**src/rtl/rng_pkg.sv**
```systemverilog
// Shared constants and types for the pseudorandom generator and its downstream packer.
// WORD_W also sizes the generator's seed/prev ports, so keep the two in step.
package rng_pkg;

    localparam int NIB_W         = 4;
    localparam int WORD_W        = 12;
    localparam int NIBS_PER_WORD = 3;

    typedef logic [NIB_W-1:0]  nib_t;
    typedef logic [WORD_W-1:0] word_t;

    // Number of nibbles currently held by the assembler
    typedef enum logic [1:0] {
        S0,
        S1,
        S2
    } pack_state_t;

endpackage

```
**src/rtl/rng_word_fifo.sv**
```systemverilog
// Small synchronous first-word-fall-through FIFO of packed words.
// The head entry is visible on rdata whenever the FIFO is not empty.
// A push while full is accepted only if a pop happens in the same cycle.
module rng_word_fifo
    import rng_pkg::*;
#(
    parameter int DEPTH = 4
) (
    input  logic                   clk,
    input  logic                   rst,
    input  logic                   push,
    input  word_t                  wdata,
    input  logic                   pop,
    output word_t                  rdata,
    output logic                   full,
    output logic                   empty,
    output logic [$clog2(DEPTH):0] level
);

    localparam int AW = $clog2(DEPTH);

    word_t          mem_q [DEPTH];
    logic [AW-1:0]  wrPtr_q;
    logic [AW-1:0]  rdPtr_q;
    logic [AW:0]    level_q;
    logic           doPop;
    logic           doPush;

    assign empty  = (level_q == '0);
    assign full   = (level_q == (AW+1)'(DEPTH));
    assign doPop  = pop && !empty;
    assign doPush = push && (!full || doPop);
    assign rdata  = mem_q[rdPtr_q];
    assign level  = level_q;

    // Storage, pointers and occupancy; reset wipes the contents so the head reads zero
    always_ff @(posedge clk) begin
        if (rst) begin
            wrPtr_q <= '0;
            rdPtr_q <= '0;
            level_q <= '0;
            for (int i = 0; i < DEPTH; i++) begin
                mem_q[i] <= '0;
            end
        end else begin
            if (doPush) begin
                mem_q[wrPtr_q] <= wdata;
                wrPtr_q        <= wrPtr_q + 1'b1;
            end
            if (doPop) begin
                rdPtr_q <= rdPtr_q + 1'b1;
            end
            unique case ({doPush, doPop})
                2'b10:   level_q <= level_q + 1'b1;
                2'b01:   level_q <= level_q - 1'b1;
                default: level_q <= level_q;
            endcase
        end
    end

endmodule

```
**src/rtl/rng_nibble_packer.sv**
```systemverilog
// Packs three generator nibbles (MSB first) into a 12-bit word and queues it in a FWFT FIFO.
// prev returns the last completed word to the generator, even when the FIFO had to drop it.
// Build option RNG_PACK_STATS_EN: when defined, drop_cnt is a live saturating drop counter;
// otherwise drop_cnt is tied to zero.
module rng_nibble_packer
    import rng_pkg::*;
#(
    parameter int DEPTH = 4
) (
    input  logic                   clk,
    input  logic                   rst,
    input  logic                   in_valid,
    input  nib_t                   in_data,
    input  logic                   flush,
    output logic                   out_valid,
    input  logic                   out_ready,
    output word_t                  out_data,
    output word_t                  prev,
    output logic [$clog2(DEPTH):0] level,
    output logic                   overflow,
    output logic [7:0]             drop_cnt
);

    pack_state_t state_q;
    pack_state_t state_d;
    word_t       acc_q;
    word_t       acc_d;
    word_t       prev_q;
    logic        overflow_q;
    logic        wordDone;
    word_t       doneWord;
    logic        fifoFull;
    logic        fifoEmpty;
    logic        fifoPop;
    logic        fifoPush;
    logic        wordDrop;

    // Assembler next state: place the incoming nibble first, then let flush close whatever is held
    always_comb begin
        state_d  = state_q;
        acc_d    = acc_q;
        wordDone = 1'b0;
        doneWord = acc_q;
        unique case (state_q)
            S0: begin
                if (in_valid) begin
                    if (flush) begin
                        wordDone = 1'b1;
                        doneWord = {in_data, 8'h00};
                        acc_d    = '0;
                        state_d  = S0;
                    end else begin
                        acc_d   = {in_data, 8'h00};
                        state_d = S1;
                    end
                end
            end
            S1: begin
                if (in_valid) begin
                    if (flush) begin
                        wordDone = 1'b1;
                        doneWord = {acc_q[11:8], in_data, 4'h0};
                        acc_d    = '0;
                        state_d  = S0;
                    end else begin
                        acc_d   = {acc_q[11:8], in_data, 4'h0};
                        state_d = S2;
                    end
                end else if (flush) begin
                    wordDone = 1'b1;
                    doneWord = {acc_q[11:8], 8'h00};
                    acc_d    = '0;
                    state_d  = S0;
                end
            end
            S2: begin
                if (in_valid || flush) begin
                    wordDone = 1'b1;
                    doneWord = {acc_q[11:4], (in_valid ? in_data : 4'h0)};
                    acc_d    = '0;
                    state_d  = S0;
                end
            end
            default: begin
                acc_d   = '0;
                state_d = S0;
            end
        endcase
    end

    // A pop in the same cycle frees a slot, so a full FIFO can still take the new word
    assign fifoPop  = !fifoEmpty && out_ready;
    assign fifoPush = wordDone && (!fifoFull || fifoPop);
    assign wordDrop = wordDone && !fifoPush;

    // Assembler registers plus the feedback word and the sticky drop flag
    always_ff @(posedge clk) begin
        if (rst) begin
            state_q    <= S0;
            acc_q      <= '0;
            prev_q     <= '0;
            overflow_q <= 1'b0;
        end else begin
            state_q <= state_d;
            acc_q   <= acc_d;
            if (wordDone) begin
                prev_q <= doneWord;
            end
            if (wordDrop) begin
                overflow_q <= 1'b1;
            end
        end
    end

    rng_word_fifo #(
        .DEPTH (DEPTH)
    ) uFifo (
        .clk   (clk),
        .rst   (rst),
        .push  (fifoPush),
        .wdata (doneWord),
        .pop   (fifoPop),
        .rdata (out_data),
        .full  (fifoFull),
        .empty (fifoEmpty),
        .level (level)
    );

`ifdef RNG_PACK_STATS_EN
    logic [7:0] dropCnt_q;

    // Count dropped words, holding at 255 rather than wrapping
    always_ff @(posedge clk) begin
        if (rst) begin
            dropCnt_q <= '0;
        end else if (wordDrop && (dropCnt_q != 8'hFF)) begin
            dropCnt_q <= dropCnt_q + 1'b1;
        end
    end

    assign drop_cnt = dropCnt_q;
`else
    assign drop_cnt = '0;
`endif

    assign out_valid = !fifoEmpty;
    assign prev      = prev_q;
    assign overflow  = overflow_q;

endmodule
```
**config.mk**
```make
export PLATFORM = sky130hd
export DESIGN_NAME = rng_nibble_packer
export DESIGN_NICKNAME = d
export VERILOG_FILES = /design/src/rtl/rng_pkg.sv /design/src/rtl/rng_word_fifo.sv /design/src/rtl/rng_nibble_packer.sv
export SDC_FILE = /design/constraint.sdc
export NUM_CORES = 1
export LEC_CHECK = 0
export BUFFER_PORTS_ARGS = -buffer_cell sky130_fd_sc_hd__clkbuf_2
export CORE_MARGIN = 2
export CORE_UTILIZATION = 40
export DETAILED_ROUTE_END_ITERATION = 10
export GPL_ROUTABILITY_DRIVEN = 1
export SLEW_MARGIN = 5
export SYNTH_ARGS = -nofsm -noshare
export SYNTH_HDL_FRONTEND = slang
export SYNTH_SLANG_ARGS = --single-unit
```
**constraint.sdc**
```tcl
create_clock -name clk -period 6.3 [get_ports clk]
set_input_delay 0.315 -clock clk [delete_from_list [all_inputs] [get_ports clk]]
set_output_delay 0.315 -clock clk [all_outputs]
set_load 0.05 [all_outputs]
```
; Yosys cells after proc, flatten, opt, wreduce, memory -nomap -nowiden
; Memory sizes are Yosys's and may differ from the RTL's. A register that Yosys moved wholly into a read port is not among the register bits.
; Index checks and enable logic that the tools add are counted.
[word_totals]
ff_bits = 34
latch_bits = 0
ram_bits = 48
mem_bits_ro = 0
output_inout_bits = 37
wordCells = 76
mem_count = 1
[classes]
addsub = 4
mul = 0
n_div = 0
order_cmp = 0
n_eq_ne = 9
shift = 0
mux = 37
n_bitwise = 0
n_reduce_logical = 17
[mem_list]
columns = memory, words, width, rd, rd_clocked_by_memory_dff, wr, line_no
row1 = uFifo.mem_q, 4, 12, 1, 1, 4, rng_word_fifo.sv:22  ; word_t mem_q [DEPTH];
[ops]
columns = op, count
row1 = 12-bit two-way mux, 9
row2 = 12-bit one-hot mux with 3 select lines, 2
row3 = 8-bit two-way mux, 3
row4 = 2-bit two-way mux, 8
row5 = 12-bit OR reduction, 1
row6 = 1-bit two-way mux, 10
row7 = 4-bit two-way mux, 2
row8 = 2-bit inequality test (second input constant), 3
row9 = 2-bit one-hot mux with 3 select lines, 1
row10 = 3-bit one-hot mux with 2 select lines, 1
row11 = 3-bit AND reduction, 2
row12 = 1-bit logical AND, 5
row13 = 2-bit by 1-bit adder with 2-bit output (second input constant), 2
row14 = 2-bit by 1-bit == test with 1-bit output (second input constant), 2
row15 = 2-bit == test (second input constant), 2
row16 = 3-bit by 1-bit adder with 3-bit output (second input constant), 1
row17 = 3-bit == test (second input constant), 1
row18 = 1-bit logical NOT, 3
row19 = 3-bit logical NOT, 1
row20 = 1-bit logical OR, 3
row21 = 3-bit inequality test (second input constant), 1
row22 = 1-bit one-hot mux with 3 select lines, 1
row23 = 3-bit by 1-bit subtractor with 3-bit output (second input constant), 1
row24 = 2-bit logical NOT, 1
row25 = 2-bit nonzero test, 1

; Depth between registers and ports, before layout
; Gate-level depths: netlist of the first run.
[logic_depth]
depth_word = 11
depth_mapped = 10
depth_no_buf = 9

; By module
; A second synthesis of the first run with hierarchy kept.
[unflattened]
cells_unflattened = 315
hier_area_um2 = 3818.7
[by_module_without_submodules]
columns = module, instances, cells_per_inst, area_each_um2
row1 = rng_word_fifo, 1, 169, 2517.4
row2 = rng_nibble_packer, 1, 146, 1301.2

; Worst setup path after synthesis of the first run
; No wires, ideal clock.
[synth_timing]
kind = register -> register
startpoint = register uFifo.level_q[0] (netlist: uFifo.level[0])
endpoint = memory uFifo.mem_q[1][0] (netlist name), enable pin
setup_ps = 398
t_arrival_ps = 2446
path_slack_ps = 3457
path_stages_with_launch = 5
n_path_buf = 0
period_less_slack_ps = 2843
cell_sequence = dfxtp_1 -> nor4b_1 -> a211oi_1 -> nand2_1 -> o21ai_0
[synth_lines]
columns = element, line_no
row1 = "start, declared", rng_word_fifo.sv:25  ; logic [AW:0] level_q;
row2 = "start signal, assigned", rng_word_fifo.sv:54  ; 2'b10: level_q <= level_q + 1'b1;
row3 = "start signal, assigned", rng_word_fifo.sv:55  ; 2'b01: level_q <= level_q - 1'b1;
row4 = "start signal, assigned", rng_word_fifo.sv:56  ; default: level_q <= level_q;
row5 = "end, declared", rng_word_fifo.sv:22

; Worst setup path after layout of the first run
[layout_timing]
startpoint = register state_q[1]
endpoint = register uFifo.level_q[2] (netlist: uFifo.level[2])
[layout_via]
elab_chain_cells = 6
word_cells_on_any_way = 10
classes_between = 4 x eq/ne / 2 x mux / 4 x reduce/logical
[layout_rtl]
columns = element, line_no
row1 = "start, declared", rng_nibble_packer.sv:24  ; pack_state_t state_q;
row2 = "start signal, assigned", rng_nibble_packer.sv:104  ; state_q <= state_d;
row3 = 2-bit == test (tied with other cells), rng_nibble_packer.sv:44  ; unique case (state_q)
row4 = 1-bit one-hot mux with 3 select lines *, rng_nibble_packer.sv:44
row5 = 1-bit logical AND *, rng_nibble_packer.sv:93  ; assign fifoPush = wordDone && (!fifoFull || fifoPop);
row6 = 1-bit logical AND *, rng_word_fifo.sv:32  ; assign doPush = push && (!full || doPop);
row7 = 2-bit by 1-bit == test with 1-bit output or 2-bit == test (tied branches), rng_word_fifo.sv:53  ; unique case ({doPush, doPop})
row8 = 3-bit one-hot mux with 2 select lines or 2-bit nonzero test (tied branches), n/a
; Every way passes the cells marked *; elsewhere a longest branch is shown, timed or not.
; A chain may end at the register's enable or synchronous reset.

==> impl_summary.log, run 1 <==
[metrics] outcome: finished clean
[metrics] YS warnings: 0
[metrics] # IOs: 46
[metrics] worst hold endpoint: acc_q[7]
[metrics] biggest area consumer among synthesized cells: edfxtp_1
[metrics] detailed-route wire length: 6820 microns
[metrics] global router's overall resource usage: 15.3%
[metrics] largest driver fanout on the critical path: 15
[metrics] depth of the most critical reg-to-reg path: 9
[metrics] WP data arrival: 2.87 ns
[metrics] area taken by multi-input logic gates: 1210 sq um
[metrics] final weighted congestion in routability-driven placement: 0.771
[metrics] y dimension of the die: 96.7 microns
[metrics] Most common cell on crit path: inv_1
[metrics] worst-case headroom to the max-slew limit: 30.6%
[metrics] maximum clock frequency: 384 MHz
[metrics] average routed wire per standard cell: 15.7 microns
[metrics] standard-cell rows: 33
[metrics] Longest Clk Path Bufs: 2
[metrics] number of search-and-repair iterations in the first detailed-routing pass: 4
[metrics] initial core utilization: 41.6%
[metrics] leading cell types by total area after synthesis: edfxtp_1 (42%), dfxtp_1 (19%), mux4_2 (7.9%)
[metrics] post-cts resize count: 0
[metrics] Setup Buffers After CTS: 0
[metrics] final hold vios: 0
[metrics] Filler Cell Count: 800
[metrics] minimum clock period after layout: 2.60 ns
[metrics] Cell variety after synth: 40
[metrics] number of diodes added for antenna fixing: 0
[metrics] required time of the critical path: 6.57 ns
[metrics] number of global-route vias before repair: 2183
[metrics] Clock Sink Count: 80
[metrics] fraction of synthesized cell area taken by the top area cell type: 41.9%
[metrics] HPWL after detailed placement: 4520 microns
[metrics] via-per-instance ratio: 5.13
[metrics] setup clock skew after layout: 0.00537 ns
[metrics] Pwr per Cell Area: 338 nW/um^2
[metrics] maximum number of pins on one net before global-route repair: 35
[metrics] clock tree from TritonCTS: done
[metrics] H-tree depth: 3
[metrics] Slowest Stage Delay on Critical Path: 0.63 ns
[metrics] remaining global-route overflow: 0
[metrics] synthesis-to-finish area growth: 10.8%
[metrics] root buffer selected by CTS: clkbuf_8
[metrics] Hold Buf Count CTS: 0
[metrics] worst reg2reg path startpoint: state_q[1]
[metrics] final setup violation count: 0
[metrics] start point of the worst hold path: in_data[3]
[metrics] reg2reg end: uFifo.level[2]
[metrics] clock network latency to the later pin of the worst-skew pair: 0.35 ns
[metrics] Setup Crit Path Kind: flip-flop to flip-flop
[metrics] Clk pin slew, worst setup/hold paths: 0.07 ns
[metrics] area taken by flip-flops and latches: 2080 sq um
[metrics] register bit count reported by yosys: 80
[metrics] total vias in the final route: 2233
[metrics] width of the chip: 96.7 microns
[metrics] final critical-path share of the clock period: 41.3%
[metrics] number of buffers inserted during clock tree synthesis: 9
[metrics] category of the worst setup path capture point: flip-flop
[metrics] DRC marker count from the first detailed-route iteration: 99
[metrics] most common cell after layout, fill and taps aside: nor2_1
[metrics] Post-layout nets: 336
[metrics] Hold Path Cell Cnt: 3
[metrics] share of synthesized area occupied by flip-flops and latches: 60.6%
[metrics] mean post-synth cell area: 11.7 sq um
[metrics] drt drc: 0
[metrics] global-route wire length before repair: 11100 microns
[metrics] list of cells traversed by the critical path: inv_1, a211oi_1, inv_1, ha_1, inv_1, fa_1, xor2_1, or3_1, a21oi_1
[metrics] unrepaired setup endpoints after global routing: no
[metrics] leakage power figure: 1.33 nW
[metrics] area of the core region: 8260 sq um
[metrics] share of post-route cells with drive strength above 1: 20.3%
[metrics] most frequent cells in the layout: nor2_1 (68), edfxtp_1 (48), clkbuf_2 (37)
[metrics] maximum resistive drop on vdd: 124 uV
[metrics] post-synth design cell area: 3440 sq um
[metrics] number of max-slew violations in the final report: 0
[metrics] I/O Buffers: 37
[metrics] final total negative setup slack: 0 ns
[metrics] worst reg-to-reg setup slack: 3.70 ns
[metrics] crit start category: flip-flop
[metrics] Max-Cap Viols: 0
[metrics] count of non-filler cells in the finished layout: 435
[metrics] Hold Crit Class: primary input to flip-flop
[metrics] synthesized instance count: 293
[metrics] pin slew with the least headroom to its limit: 1.03 ns
[metrics] placed insts: 419
[metrics] initial antenna violation count: 0
[metrics] die footprint: 9350 sq um
[metrics] Routed Antenna Nets: 0
[metrics] critical-path cell with the highest stage delay: a211oi_1
-- worst max-delay path: cells and delay by family, from the launching register on --
family	cells	cell delay, ns
compound gates	2	0.77
xor+xnor	1	0.08
fa+ha+maj	2	0.42
buf+inv	3	0.35
flops	1	0.60
simple gates	1	0.31
-- final cells by class --
| cell class | instances | area share [%] |
|---|---|---|
| Clock buffer | 11 | 3.45 |
| Clock inverter | 5 | 0.624 |
| Inverter | 7 | 0.690 |
| Multi-Input combinational cell | 188 | 31.9 |
| Sequential cell | 80 | 54.6 |
| Tap cell | 105 | 3.45 |
| Timing Repair Buffer | 39 | 5.25 |
-- worst max-delay path by stage --
| stage | start | endpoint | slack [ns] | depth (start not counted) |
|---|---|---|---|---|
| floorplan | uFifo.level[0] | uFifo.mem_q[1][0] | 3.46 | 4 |
| global placement | out_ready | uFifo.level[2] | 3.82 | 10 |
| detailed placement | state_q[1] | uFifo.level[2] | 3.70 | 9 |
| CTS | state_q[1] | uFifo.level[2] | 3.70 | 9 |
| global route | state_q[1] | uFifo.level[2] | 3.41 | 9 |
| finish | state_q[1] | uFifo.level[2] | 3.70 | 9 |
-- report_power, final --
| group | switching, mW | internal, mW |
|---|---|---|
| clock | 0.172 | 0.139 |
| sequential | 0.0429 | 0.589 |
| combinational | 0.236 | 0.107 |
| total | 0.451 | 0.835 |
-- logic make-up after synthesis --
group	share of synthesized area, %
adders and majority gates	1.24
other	0.109
xor gates and xnor gates	1.53
buffers and inverters	4.88
muxes	9.35
DFF	60.6
AOI/OAI and AO/OA	8.62
and+or+nand+nor	13.7
-- through the flow --
step / hold WS, ns / area (sq um) / setup slack (ns) / power (mW) / utilization (%)
5_1_grt: 0.270 / 3810 / 3.41 / 1.35 / 46.1
3_3_place_gp: 0.440 / 3650 / 3.82 / 0.987 / 44.3
4_1_cts: 0.240 / 3810 / 3.70 / 1.30 / 46.1
2_1_floorplan: 0.431 / 3460 / 3.46 / 0.924 / -
3_5_place_dp: 0.451 / 3650 / 3.70 / 0.992 / 44.3
6_report: 0.260 / 3810 / 3.70 / 1.29 / 46.1
-- synth_stat cells, drive strengths merged --
cell type / instances
xnor2: 3
maj3: 1
a31o: 1
a22oi: 4
nor2b: 1
nor4: 1
nor2: 68
o31a: 1
o211ai: 1
inv: 7
dfxtp: 32
a2111o: 1
conb: 1
o2bb2ai: 1
o21ai: 4
buf: 15
xor2: 3
nor3b: 2
nor4b: 1
mux2i: 4
nor3: 3
a21bo: 1
ha: 1
nand2: 22
or3: 4
fa: 1
edfxtp: 48
clkbuf: 10
mux2: 1
mux4: 12
a21oi: 17
nand2b: 5
nand3: 1
o2111ai: 4
nor4bb: 1
or3b: 1
a211oi: 9
-- sequential cells by signal, indices dropped and copies added (netlist names), named ones only --
name	flops
acc_q	8
overflow	1
prev	12
state_q	2
uFifo.level	3
uFifo.mem_q	48
uFifo.rdPtr_q	2
uFifo.wrPtr_q	2
-- metal layers --
| metal | routed length (microns) | share of wire, % | global-route usage [%] |
|---|---|---|---|
| met1 | 3010 | 44 | 20.4 |
| met2 | 3430 | 50 | 24.0 |
| met3 | 308 | 4.5 | 3.97 |
| met4 | 64 | 0.94 | 6.28 |
| met5 | 0 | 0 | 0 |
Power figures use the tool's default switching activity.
==> run 2, diff against run 1 <==
clock period = 2.7 ns   (was 6.3 ns; I/O delays follow)
==> run 2 against run 1 <==
Against the previous run:
- count of clock-buffer cells in the layout is 1 lower
- maximum frequency rose by 13%
- first-iteration DRC count shrank 1.0%
- clock skew is 0.0036 ns higher
- final cell count increased by 1.6%
- routed wire length up 2.9%
- die area is the same
- setup slack got worse by 3.3 ns
- sequential power increased by 130%
- clock power rose to 3.0 times the previous value
- sequential cell count unchanged
- critical path type unchanged
- largest power group unchanged
==> impl_summary.log, run 2 (synthesized netlist as in run 1, its figures left out) <==
[metrics] maximum number of pins on one net before global-route repair: 34
[metrics] most frequent cells in the layout: nor2_1 (68), edfxtp_1 (48), clkbuf_2 (37)
[metrics] drt drc: 0
[metrics] share of post-route cells with drive strength above 1: 22.8%
[metrics] Slowest Stage Delay on Critical Path: 0.63 ns
[metrics] remaining global-route overflow: 0
[metrics] post-cts resize count: 0
[metrics] minimum clock period after layout: 2.31 ns
[metrics] Post-layout nets: 343
[metrics] worst-case headroom to the max-slew limit: 58.3%
[metrics] maximum clock frequency: 433 MHz
[metrics] Crit. Startpoint: state_q[1]
[metrics] leakage power figure: 1.39 nW
[metrics] # IOs: 46
[metrics] outcome: finished clean
[metrics] Pwr per Cell Area: 826 nW/um^2
[metrics] number of buffers inserted during clock tree synthesis: 9
[metrics] reg2reg end: uFifo.level[2]
[metrics] worst reg-to-reg setup slack: 0.39 ns
[metrics] required time of the critical path: 2.98 ns
[metrics] I/O Buffers: 37
[metrics] crit start category: flip-flop
[metrics] number of search-and-repair iterations in the first detailed-routing pass: 5
[metrics] placed cell area: 3710 sq um
[metrics] die footprint: 9350 sq um
[metrics] final weighted congestion in routability-driven placement: 0.766
[metrics] list of cells traversed by the critical path: o2bb2ai_1, a211oi_1, inv_1, ha_1, inv_1, fa_1, xor2_1, or3_1, a21oi_1
[metrics] standard-cell rows: 33
[metrics] largest driver fanout on the critical path: 15
[metrics] final setup violation count: 0
[metrics] initial antenna violation count: 0
[metrics] placed insts: 426
[metrics] Setup Buffers After CTS: 0
[metrics] global-route wire length before repair: 11500 microns
[metrics] Clk pin slew, worst setup/hold paths: 0.08 ns
[metrics] Max-Cap Viols: 0
[metrics] register bank with the most flops: uFifo.mem_q
[metrics] pin slew with the least headroom to its limit: 0.625 ns
[metrics] depth of the most critical reg-to-reg path: 9
[metrics] start point of the worst hold path: in_data[3]
[metrics] Clock Sink Count: 80
[metrics] WP data arrival: 2.59 ns
[metrics] Longest Clk Path Bufs: 2
[metrics] Most common cell on crit path: inv_1
[metrics] critical-path cell with the highest stage delay: dfxtp_1
[metrics] Hold Crit Class: primary input to flip-flop
[metrics] global router's overall resource usage: 15.6%
[metrics] endpoint of the most critical setup path: uFifo.level[2]
[metrics] clock network latency to the later pin of the worst-skew pair: 0.35 ns
[metrics] number of max-slew violations in the final report: 0
[metrics] synthesis-to-finish area growth: 14.2%
[metrics] number of diodes added for antenna fixing: 0
[metrics] y dimension of the die: 96.7 microns
[metrics] Worst path depth: 9
[metrics] HPWL after detailed placement: 4710 microns
[metrics] setup clock skew after layout: 0.00898 ns
[metrics] initial core utilization: 41.6%
[metrics] final hold vios: 0
[metrics] DRC marker count from the first detailed-route iteration: 98
[metrics] H-tree depth: 3
[metrics] width of the chip: 96.7 microns
[metrics] final critical-path share of the clock period: 85.5%
[metrics] worst hold margin: 0.0707 ns
[metrics] detailed-route wire length: 7020 microns
[metrics] critical path's top delay family: flip-flops
[metrics] clock tree from TritonCTS: done
[metrics] via-per-instance ratio: 5.16
[metrics] number of global-route vias before repair: 2250
[metrics] final total negative setup slack: 0 ns
[metrics] Routed Antenna Nets: 0
[metrics] unrepaired setup endpoints after global routing: no
[metrics] maximum resistive drop on vdd: 306 uV
[metrics] area of the core region: 8260 sq um
[metrics] count of non-filler cells in the finished layout: 442
[metrics] most common cell after layout, fill and taps aside: nor2_1
[metrics] buffering stage count on the worst path with inverters included: 2
[metrics] worst reg2reg path startpoint: state_q[1]
[metrics] Hold Buf Count CTS: 0
[metrics] final std cell area, no fill: 3930 sq um
[metrics] number of flip-flops in the largest register: 48
[metrics] total vias in the final route: 2280
[metrics] Setup Crit Path Kind: flip-flop to flip-flop
[metrics] average routed wire per standard cell: 15.9 microns
[metrics] post-layout utilization of the core: 47.5%
[metrics] root buffer selected by CTS: clkbuf_8
[metrics] category of the worst setup path capture point: flip-flop
[run 2: cell count changes in the layout (fill, tap and decap cells not counted), sizes merged]
| cell | change |
|---|---|
| clkinv | -1 |
| clkbuf | -1 |
| buf | +7 |
| bufinv | +2 |
[run 2: worst min-delay path by stage]
stage / slack, ns / end / cells past startpoint
after CTS: 0.06 / acc_q[7] / 3
after detailed placement: 0.43 / acc_q[7] / 3
after floorplan: 0.27 / acc_q[4] / 2
after global routing: 0.09 / acc_q[7] / 3
final: 0.07 / acc_q[7] / 3
after global placement: 0.43 / acc_q[7] / 3
[run 2: final cells by class]
| type | instances | area (sq um) |
|---|---|---|
| sequential | 80 | 2080 |
| tap | 105 | 131 |
| inverter | 7 | 26.3 |
| multi-input combinational | 188 | 1220 |
| clock inverter | 6 | 83.8 |
| clock buffer | 10 | 128 |
| timing repair buffer | 46 | 253 |
| fill | 781 | 4330 |
[run 2: per-stage QoR]
step	power (mW)	worst slack, ns
floorplan	2.16	0.127
global placement	2.32	0.390
detailed placement	2.33	0.230
CTS	3.28	0.199
global route	3.38	0.183
finish	3.24	0.392
[run 2: per-layer routing]
layer,global-route usage [%],share of wire (%),up-vias
met4,7.91,2.4,0
met3,2.82,5.6,14
li1,-,-,1118
met1,19.9,43,1088
met2,25.6,49,60
met5,0,0,-
[run 2: power breakdown]
group | internal, mW | switching [mW]
logic | 0.267 | 0.598
registers | 1.37 | 0.0567
clock network | 0.517 | 0.432
total | 2.16 | 1.09
[run 2: worst register-to-register path, delay by kind of cell (launching register included)]
family,cells,cell delay [ns]
XOR/XNOR,1,0.16
AND/OR/NAND/NOR,1,0.30
buffers and inverters,2,0.14
adder cells (fa/ha/maj),2,0.54
AO/OA/AOI/OAI,3,0.48
flip-flops,1,0.63
